<file path="src/rtl/reg_writeback.sv">
// Writeback stage of the bexkat1 pipeline: drives the register-file write port,
// stalls upstream while a load is outstanding, counts retirements and flags load faults.
module reg_writeback #(
    parameter int unsigned LOAD_TIMEOUT = 255
) (
    input  logic        clk_i,
    input  logic        rst_i,
    input  logic [63:0] ir_i,
    input  logic [31:0] pc_i,
    input  logic [1:0]  reg_write_i,
    input  logic [31:0] result_i,
    input  logic        mem_ack_i,
    input  logic [31:0] mem_dat_i,
    input  logic        mem_err_i,
    output logic        stall_o,
    output logic [1:0]  reg_write_o,
    output logic [3:0]  reg_write_addr_o,
    output logic [31:0] reg_data_o,
    output logic [31:0] retired_o,
    output logic        fault_o,
    output logic [31:0] fault_pc_o
);

    localparam logic [3:0] T_LOAD = 4'd7;
    localparam logic [7:0] TIMER_LAST = 8'(LOAD_TIMEOUT - 1);

    typedef enum logic {IDLE, WAIT_LOAD} state_t;

    state_t      state;
    logic [7:0]  timer;
    logic [3:0]  ld_op;
    logic [3:0]  ld_addr;
    logic [1:0]  ld_we;
    logic [31:0] ld_pc;

    logic        bubble;
    logic        is_load;
    logic        timeout;
    logic [1:0]  size;
    logic [31:0] load_data;

    assign bubble  = (ir_i == '0);
    assign is_load = (ir_i[31:28] == T_LOAD) && (reg_write_i != '0);
    assign timeout = (timer == TIMER_LAST);

    // While waiting, the access size comes from the captured instruction, not ir_i.
    always_comb begin
        size = (state == WAIT_LOAD) ? ld_op[1:0] : ir_i[25:24];
        case (size)
            2'b01:   load_data = {16'h0, mem_dat_i[15:0]};
            2'b10:   load_data = {24'h0, mem_dat_i[7:0]};
            default: load_data = mem_dat_i;
        endcase
    end

    always_comb begin
        stall_o = 1'b0;
        if (state == IDLE)
            stall_o = !bubble && is_load && !mem_err_i && !mem_ack_i;
        else
            stall_o = !mem_err_i && !mem_ack_i && !timeout;
    end

    always_ff @(posedge clk_i or posedge rst_i) begin
        if (rst_i) begin
            state            <= IDLE;
            timer            <= '0;
            ld_op            <= '0;
            ld_addr          <= '0;
            ld_we            <= '0;
            ld_pc            <= '0;
            reg_write_o      <= '0;
            reg_write_addr_o <= '0;
            reg_data_o       <= '0;
            retired_o        <= '0;
            fault_o          <= 1'b0;
            fault_pc_o       <= '0;
        end else begin
            reg_write_o <= '0;
            fault_o     <= 1'b0;
            case (state)
                IDLE: begin
                    if (!bubble) begin
                        if (is_load) begin
                            if (mem_err_i) begin
                                fault_o    <= 1'b1;
                                fault_pc_o <= pc_i;
                            end else if (mem_ack_i) begin
                                reg_write_o      <= reg_write_i;
                                reg_write_addr_o <= ir_i[23:20];
                                reg_data_o       <= load_data;
                                retired_o        <= retired_o + 32'd1;
                            end else begin
                                ld_op   <= ir_i[27:24];
                                ld_addr <= ir_i[23:20];
                                ld_we   <= reg_write_i;
                                ld_pc   <= pc_i;
                                timer   <= '0;
                                state   <= WAIT_LOAD;
                            end
                        end else begin
                            reg_write_o      <= reg_write_i;
                            reg_write_addr_o <= ir_i[23:20];
                            reg_data_o       <= result_i;
                            retired_o        <= retired_o + 32'd1;
                        end
                    end
                end
                WAIT_LOAD: begin
                    if (mem_err_i || (!mem_ack_i && timeout)) begin
                        fault_o    <= 1'b1;
                        fault_pc_o <= ld_pc;
                        state      <= IDLE;
                    end else if (mem_ack_i) begin
                        reg_write_o      <= ld_we;
                        reg_write_addr_o <= ld_addr;
                        reg_data_o       <= load_data;
                        retired_o        <= retired_o + 32'd1;
                        state            <= IDLE;
                    end else begin
                        timer <= timer + 8'd1;
                    end
                end
                default: state <= IDLE;
            endcase
        end
    end

endmodule

</file>
<file path="config.mk">
export PLATFORM = sky130hd
export DESIGN_NAME = reg_writeback
export DESIGN_NICKNAME = d
export VERILOG_FILES = /design/src/rtl/reg_writeback.sv
export SDC_FILE = /design/constraint.sdc
export NUM_CORES = 1
export LEC_CHECK = 0
export ABC_AREA = 0
export ABC_CLOCK_PERIOD_IN_PS = 6900
export BUFFER_PORTS_ARGS = -buffer_cell sky130_fd_sc_hd__buf_2
export CORE_UTILIZATION = 49
export DETAILED_ROUTE_END_ITERATION = 12
export PLACE_DENSITY_LB_ADDON = 0.3
export SLEW_MARGIN = 20
export SYNTH_ARGS = -nofsm -noshare
export SYNTH_HDL_FRONTEND = slang
export SYNTH_SLANG_ARGS = --single-unit
</file>
<file path="constraint.sdc">
create_clock -name clk_i -period 6.9 [get_ports clk_i]
set_input_delay 1.725 -clock clk_i [delete_from_list [all_inputs] [get_ports clk_i]]
set_output_delay 1.725 -clock clk_i [all_outputs]
set_load 0.01 [all_outputs]
</file>
==> qor.yml, run 1 <==
status:
  status: "finished clean"
logic_synthesis:
  syn_area_sq_um: 7050
  ys_seq_elements: 152
  async_flop_share: 1.00
  synth_nets: 836
  synth.avg_cell_area_sq_um: 10.6
  synth_top_cell_by_area: "dfrtp_1"
  yosys.area.top_type_share: 0.539
  yosysSeqAreaShare: 0.539
  synth_flop_cell: "dfrtp_1"
  syn_inst: 666
  ys_warn_count: 0
  yosysMostFrequentCell: "dfrtp_1"
  synth_common_cells: "152 x dfrtp_1, 64 x a21oi_1, 64 x nor2_1"
  netlist_top_cells_area: "dfrtp_1 54%, mux2_2 6.5%, mux2i_1 5.3%"
  ys_types: 43
  synth_edf_count: 0
route:
  totalWireLength_um: 18500
  routed_via_density: 5.35
  firstDrtPassIters: 5
  drtIter0Drc: 305
  drc_errors: 0
  antenna_left: 0
  vias: 5928
  avgRoutedWirePerCell_um: 16.7
clocking:
  clock-sinks: 152
  htreeDepth: 4
  cts_tree: "yes"
  numCtsBuffers: 17
  cts_setup_buffers: 0
  path_clk_slew_ns: 0.05
  cts_hold_buffers: 0
  clk_latency_ns: 0.41
  cts.repair.resized: 0
  cts_buffer_depth: 2
  cts_root_buffer: "clkbuf_16"
worst_setup_path:
  path_class: "input pin to primary output"
  cp_max_fo: 19
  cp-end-kind: "primary output"
  worst_setup_path_start_kind: "input pin"
  required_ns: 5.18
  crit_arrival_ns: 3.25
power_and_ir_drop:
  p_leak_nw: 4.27
  total_power_mw: 2.47
  vdd_drop_max_v: 0.000190
  powerDensity_nw_per_um2: 272
floorplan:
  ios: 270
  num_rows: 43
  core_sq_um: 13900
  die_area_sq_um: 14900
  die_w_um: 122
  start_util: 0.506
  die_h_um: 122
sta:
  worstMarginPinSlew_ns: 1.04
  skew_ns: 0.00545
  grt_setup_unrepaired: "false"
  slew_viol_final: 0
  fin_tns_setup_ns: 0
  hold_viol: 0
  max_slew_margin: 0.307
  period_share: 0.721
  finalCriticalPeriod_ns: 4.97
  clock.fmax_ghz: 0.201
  setup_violations: 0
layout:
  multi_input_area_sq_um: 3060
  seqCellArea_sq_um: 3800
  final_cells: 1108
  syn2layout_area_growth_pct: 28.6
  num-fill-cells: 1158
  nets: 1085
  drive_above_1_share: 0.385
placed_design:
  dp.cells: 1076
  port_buffers: 269
  hpwl_um: 13200
  gp_congestion: 0.787
global_routing:
  grt_max_degree: 117
  first_global_vias: 5799
  grtUsageMet1: 0.293
  grt_pass1_wl_um: 28500
  grt-ovfl-total: 0
  antenna_found_initial: 1
  grt_util_met2: 0.435
  top_usage_layer: "met2"
  met3_usage: 0.0796
  track_usage: 0.254
worst_hold_path:
  min_path_type: "register to register"
job:
  drv_cap: 0
==> through the flow <==
step	setup WS (ns)	instance area [sq um]	hold slack, ns	utilization
after floorplan	1.08	7050	0.475	-
after global placement	1.92	8480	0.459	0.608
after detailed placement	1.91	8480	0.468	0.608
after CTS	1.89	9050	0.479	0.649
after global routing	1.73	9060	0.510	0.651
final	1.93	9070	0.478	0.651
==> placed cells by master (no fill, tap or decap), types with 4 or more instances in the layout <==
cell | synthesis | layout
o21ai_0 | 37 | 37
a21oi_1 | 64 | 64
ha_1 | 4 | 4
nand4_1 | 18 | 18
dfrtp_1 | 152 | 151
mux2_2 | 41 | 41
nor3_1 | 6 | 6
and3_1 | 24 | 24
xor2_1 | 12 | 12
buf_4 | 1 | 4
clkbuf_16 | 0 | 17
nand3_1 | 29 | 29
nand2_1 | 42 | 42
nor2_1 | 64 | 64
buf_2 | 15 | 269
mux2i_1 | 37 | 37
nand3b_1 | 8 | 8
nor4_1 | 21 | 21
xnor2_1 | 25 | 25
==> cell families after synthesis <==
group | count (synthesis) | share of synthesized area
compound gates | 116 | 0.0933
xor+xnor | 37 | 0.0460
mux | 78 | 0.118
simple gates | 231 | 0.165
buf+inv | 48 | 0.0309
flops | 152 | 0.539
fa+ha+maj | 4 | 0.00710
==> state kept, by name, summed over array words and instances (netlist names), 4 cells and up <==
signal	count
fault_pc_o	32
ld_addr	4
ld_pc	32
reg_data_o	32
reg_write_addr_o	4
retired_o	32
timer	8
==> worst max-delay path, stage by stage <==
cell       delay, ns
buf_2           0.10
nand4b_1        0.32
o21ba_2         0.45
a2111oi_0       0.44
buf_2           0.20
==> final timing paths <==
path | startpoint | end | slack, ns | cells past startpoint
hold / removal | reg_write_addr_o[0]$_DFFE_PP0P_ | reg_write_addr_o[0]$_DFFE_PP0P_ | 0.48 | 2
setup reg to reg | state$_DFF_PP0_ | retired_o[7]$_DFFE_PP0P_ | 4.01 | 6
hold reg to reg | reg_write_addr_o[0]$_DFFE_PP0P_ | reg_write_addr_o[0]$_DFFE_PP0P_ | 0.48 | 2
max in group asynchronous | rst_i | state$_DFF_PP0_ | 4.42 | 3
setup / recovery | ir_i[31] | stall_o | 1.93 | 5
min in group asynchronous | rst_i | fault_pc_o[21]$_DFFE_PP0P_ | 1.44 | 2
==> final cells by class <==
type                       count  share of cell area
tap                          180              0.0248
multi-input combinational    466               0.338
clock buffer                  20              0.0493
timing repair buffer         273               0.152
antenna                        1            0.000276
inverter                       5             0.00290
clock inverter                11              0.0138
sequential                   152               0.420
==> power breakdown <==
part           leakage, nW  total [mW]  switching [mW]  internal (mW)
logic                 2.11       0.441           0.231          0.210
clock network        0.276       0.897           0.356          0.540
registers             1.89        1.13          0.0958           1.04
total                 4.27        2.47           0.683           1.79
==> routing by layer <==
| layer | vias up | routed length (um) |
|---|---|---|
| li1 | 2867 | - |
| met1 | 2809 | 7450 |
| met2 | 229 | 9170 |
| met3 | 23 | 1460 |
| met4 | 0 | 379 |
| met5 | - | 0 |
(Power assumes the default switching activity.)
==> run 2, diff against run 1 <==
--- a/config.mk
+++ b/config.mk
@@ -6,7 +6,7 @@
 export NUM_CORES = 1
 export LEC_CHECK = 0
 export ABC_AREA = 0
-export ABC_CLOCK_PERIOD_IN_PS = 6900
+export ABC_CLOCK_PERIOD_IN_PS = 4600
 export BUFFER_PORTS_ARGS = -buffer_cell sky130_fd_sc_hd__buf_2
 export CORE_UTILIZATION = 49
 export DETAILED_ROUTE_END_ITERATION = 12
==> constraint.sdc (replaced) <==
create_clock -name clk_i -period 4.6 [get_ports clk_i]
set_input_delay 1.15 -clock clk_i [delete_from_list [all_inputs] [get_ports clk_i]]
set_output_delay 1.15 -clock clk_i [all_outputs]
set_load 0.01 [all_outputs]
==> qor.yml, run 2 (same netlist as run 1, synthesis figures left out) <==
clocking:
  cts_setup_buffers: 0
  path_clk_slew_ns: 0.06
  htreeDepth: 4
  clock-sinks: 152
  clk_latency_ns: 0.41
  cts_hold_buffers: 0
  numCtsBuffers: 17
  cts_root_buffer: "clkbuf_16"
  cts.repair.resized: 0
  cts_tree: "yes"
  cts_buffer_depth: 2
layout:
  drive_above_1_share: 0.387
  final_common_cell: "buf_2"
  syn2layout_area_growth_pct: 28.9
  antenna_cells: 0
  layout_common_cells: "269 x buf_2, 151 x dfrtp_1, 64 x nor2_1, 64 x a21oi_1, 42 x nand2_1"
  num-fill-cells: 1139
  nets: 1087
global_routing:
  grt_max_degree: 153
  first_global_vias: 5790
  grt_pass1_wl_um: 28600
  antenna_found_initial: 0
  grt-ovfl-total: 0
  track_usage: 0.251
worst_setup_path:
  rrSetupSlack_ns: 1.79
  path_class: "input pin to primary output"
  cp-end-kind: "primary output"
  crit_arrival_ns: 2.63
  cp_max_fo: 26
  required_ns: 3.45
  reg2reg_depth: 5
  reg2reg_to: "retired_o[5]$_DFFE_PP0P_"
  reg2reg_from: "state$_DFF_PP0_"
  worst_setup_path_start_kind: "input pin"
floorplan:
  start_util: 0.506
  die_h_um: 122
  ios: 270
  num_rows: 43
  die_w_um: 122
  die_area_sq_um: 14900
  core_sq_um: 13900
status:
  status: "finished clean"
route:
  vias: 5919
  avgRoutedWirePerCell_um: 16.4
  antenna_left: 0
  firstDrtPassIters: 5
  drtIter0Drc: 356
  totalWireLength_um: 18200
  routed_via_density: 5.33
  drc_errors: 0
sta:
  worstMarginPinSlew_ns: 1.07
  fin_ws_ns: 0.816
  hold_viol: 0
  fin_tns_setup_ns: 0
  skew_ns: 0.00837
  max_slew_margin: 0.288
  clock.fmax_ghz: 0.264
  slew_viol_final: 0
  finalCriticalPeriod_ns: 3.78
  setup_violations: 0
  grt_setup_unrepaired: "false"
  period_share: 0.823
placed_design:
  gp_congestion: 0.778
  hpwl_um: 13000
  place_ws_ns: 0.840
  port_buffers: 269
worst_hold_path:
  min_path_cells: 1
  min_to: "retired_o[31]$_DFFE_PP0P_"
  min_path_type: "register to register"
  hp-start: "retired_o[31]$_DFFE_PP0P_"
power_and_ir_drop:
  powerDensity_nw_per_um2: 410
  p_leak_nw: 4.28
  vdd_drop_max_v: 0.000268
job:
  drv_cap: 0
==> run 2: cell type report <==
class	count	area (sq um)	share of cell area
clock buffers	21	460	0.0507
inverters	5	22.5	0.00248
well taps	180	225	0.0248
flip-flops and latches	152	3800	0.419
multi-input cells	466	3050	0.335
clock inverters	11	123	0.0135
repair buffers	275	1400	0.154
==> run 2: report_power, final <==
| part | internal [mW] | leakage, nW | switching, mW |
|---|---|---|---|
| Clock | 0.827 | 0.275 | 0.542 |
| Combinational | 0.315 | 2.12 | 0.347 |
| Sequential | 1.55 | 1.89 | 0.145 |
==> run 2: worst max path at each step <==
stage / start / endpoint / slack (ns) / cells after the start
6_report: mem_ack_i / stall_o / 0.82 / 5
5_1_grt: mem_ack_i / stall_o / 0.66 / 5
4_1_cts: mem_ack_i / stall_o / 0.82 / 5
3_5_place_dp: mem_ack_i / stall_o / 0.84 / 5
3_3_place_gp: mem_ack_i / stall_o / 0.90 / 5
2_1_floorplan: ir_i[31] / stall_o / 0.99 / 4
==> run 2: worst max-delay path, cell delays in order <==
cell and delay, ns:
buf_2 0.43, nor2b_1 0.11, and4_1 0.32, a2111oi_0 0.42, buf_2 0.20
==> run 2: metrics by stage <==
stage	power, mW	hold slack, ns	utilization	cells	instance area [sq um]
6_report	3.73	0.469	0.652	1110	9090
5_1_grt	3.91	0.497	0.652	1110	9090
4_1_cts	3.76	0.471	0.652	1110	9090
3_5_place_dp	2.38	0.458	0.610	1078	8500
3_3_place_gp	2.36	0.457	0.610	1078	8500
2_1_floorplan	2.06	0.475	-	666	7060
==> run 2: layer usage <==
| metal | GRT usage | wire, um | vias to the layer above |
|---|---|---|---|
| met5 | 0 | 0 | - |
| met4 | 0.0864 | 318 | 0 |
| met3 | 0.0557 | 1160 | 23 |
| met2 | 0.436 | 9120 | 214 |
| met1 | 0.306 | 7620 | 2820 |
| li1 | - | - | 2862 |
==> run 3, diff against run 2 <==
--- a/config.mk
+++ b/config.mk
@@ -6,7 +6,7 @@
 export NUM_CORES = 1
 export LEC_CHECK = 0
 export ABC_AREA = 0
-export ABC_CLOCK_PERIOD_IN_PS = 4600
+export ABC_CLOCK_PERIOD_IN_PS = 3900
 export BUFFER_PORTS_ARGS = -buffer_cell sky130_fd_sc_hd__buf_2
 export CORE_UTILIZATION = 49
 export DETAILED_ROUTE_END_ITERATION = 12
==> constraint.sdc (replaced) <==
create_clock -name clk_i -period 3.9 [get_ports clk_i]
set_input_delay 0.975 -clock clk_i [delete_from_list [all_inputs] [get_ports clk_i]]
set_output_delay 0.975 -clock clk_i [all_outputs]
set_load 0.01 [all_outputs]
==> qor.yml, run 3 (same netlist as run 1, synthesis figures left out) <==
worst_setup_path:
  critical_path.slowest_cell: "o21ba_2"
  crit_arrival_ns: 2.40
  slowest_delay_ns: 0.45
  reg2reg_from: "timer[0]$_DFFE_PP0P_"
  required_ns: 2.92
  path_cells: "buf_2 > nand4b_1 > o21ba_2 > a2111oi_0 > buf_2"
  reg2reg_to: "reg_data_o[15]$_DFFE_PP0P_"
  cp-end-kind: "primary output"
  worst_setup_path_start_kind: "input pin"
  rrSetupSlack_ns: 1.47
  reg2reg_depth: 6
  crit_top_cell: "buf_2"
  path_class: "input pin to primary output"
  cp_max_fo: 19
worst_hold_path:
  min_path_type: "register to register"
  min_path_cells: 1
  hp-start: "retired_o[31]$_DFFE_PP0P_"
  min_to: "retired_o[31]$_DFFE_PP0P_"
sta:
  hold_viol: 0
  worstMarginPinSlew_ns: 1.05
  fin_tns_setup_ns: 0
  period_share: 0.866
  slew_viol_final: 0
  skew_ns: 0.00982
  grt_setup_unrepaired: "false"
  fin_ws_ns: 0.524
  finalCriticalPeriod_ns: 3.38
  max_slew_margin: 0.302
  setup_violations: 0
  clock.fmax_ghz: 0.296
placed_design:
  port_buffers: 269
  hpwl_um: 13200
  gp_congestion: 0.821
  placed_cell_area_sq_um: 8550
  place_ws_ns: 0.471
job:
  drv_cap: 0
layout:
  layout_common_cells: "269 x buf_2, 151 x dfrtp_1, 64 x nor2_1, 64 x a21oi_1, 42 x nand2_1"
  syn2layout_area_growth_pct: 29.2
  final_common_cell: "buf_2"
  final_area_sq_um: 9110
  drive_above_1_share: 0.393
  nets: 1093
floorplan:
  start_util: 0.506
  ios: 270
  num_rows: 43
  die_area_sq_um: 14900
  die_w_um: 122
  die_h_um: 122
  core_sq_um: 13900
clocking:
  path_clk_slew_ns: 0.06
  cts_buffer_depth: 2
  cts_setup_buffers: 0
  clk_latency_ns: 0.42
  cts_root_buffer: "clkbuf_16"
  cts_hold_buffers: 0
  numCtsBuffers: 17
  cts_tree: "yes"
  htreeDepth: 4
  clock-sinks: 152
  cts.repair.resized: 0
global_routing:
  grt_pass1_wl_um: 28400
  first_global_vias: 5611
  antenna_found_initial: 1
  grt_max_degree: 80
  grt-ovfl-total: 0
  track_usage: 0.252
power_and_ir_drop:
  vdd_drop_max_v: 0.000304
  powerDensity_nw_per_um2: 473
  p_leak_nw: 4.30
route:
  avgRoutedWirePerCell_um: 16.2
  routed_via_density: 5.25
  totalWireLength_um: 18100
  antenna_left: 0
  drc_errors: 0
  firstDrtPassIters: 4
  drtIter0Drc: 371
  vias: 5866
status:
  status: "finished clean"
## run 3: critical path: cells and delay by family
| kind | cells | cell delay (ns) |
|---|---|---|
| and+or+nand+nor | 1 | 0.28 |
| AOI/OAI and AO/OA | 2 | 0.84 |
| buffers and inverters | 2 | 0.31 |
## run 3: worst max path at each step
stage	from	endpoint	slack, ns	cells after the start
after floorplan	ir_i[31]	stall_o	0.64	4
after global placement	ir_i[27]	retired_o[10]$_DFFE_PP0P_	0.46	7
after detailed placement	ir_i[27]	retired_o[5]$_DFFE_PP0P_	0.47	7
after CTS	ir_i[31]	stall_o	0.52	5
after global routing	ir_i[31]	stall_o	0.43	5
final	ir_i[31]	stall_o	0.52	5
## run 3: area by class of cell
| cell class | count | area (sq um) |
|---|---|---|
| timing repair buffer | 281 | 1450 |
| clock buffer | 20 | 467 |
| tap | 180 | 225 |
| fill | 1191 | 4820 |
| sequential | 152 | 3800 |
| antenna | 1 | 2.50 |
| inverter | 5 | 22.5 |
| multi-input combinational | 466 | 3050 |
| clock inverter | 12 | 91.3 |
## run 3: per-stage QoR
step	utilization	instances	power (mW)	hold slack [ns]
finish	0.654	1117	4.31	0.467
global route	0.654	1117	4.55	0.498
CTS	0.654	1116	4.35	0.470
detailed placement	0.614	1084	2.82	0.457
global placement	0.614	1084	2.79	0.455
floorplan	-	666	2.43	0.475
## run 3: layer usage
metal | vias up | track usage | part of all wire
met5 | - | 0 | 0
met2 | 188 | 0.427 | 0.50
met1 | 2785 | 0.311 | 0.42
li1 | 2882 | - | -
met3 | 11 | 0.0782 | 0.068
met4 | 0 | 0.0656 | 0.0099
## run 3: power by group
group          internal, mW  switching, mW  leakage [nW]  total (mW)
Clock                 0.869          0.654         0.261        1.52
Combinational         0.374          0.412          2.15       0.786
Sequential             1.83          0.169          1.89        2.00
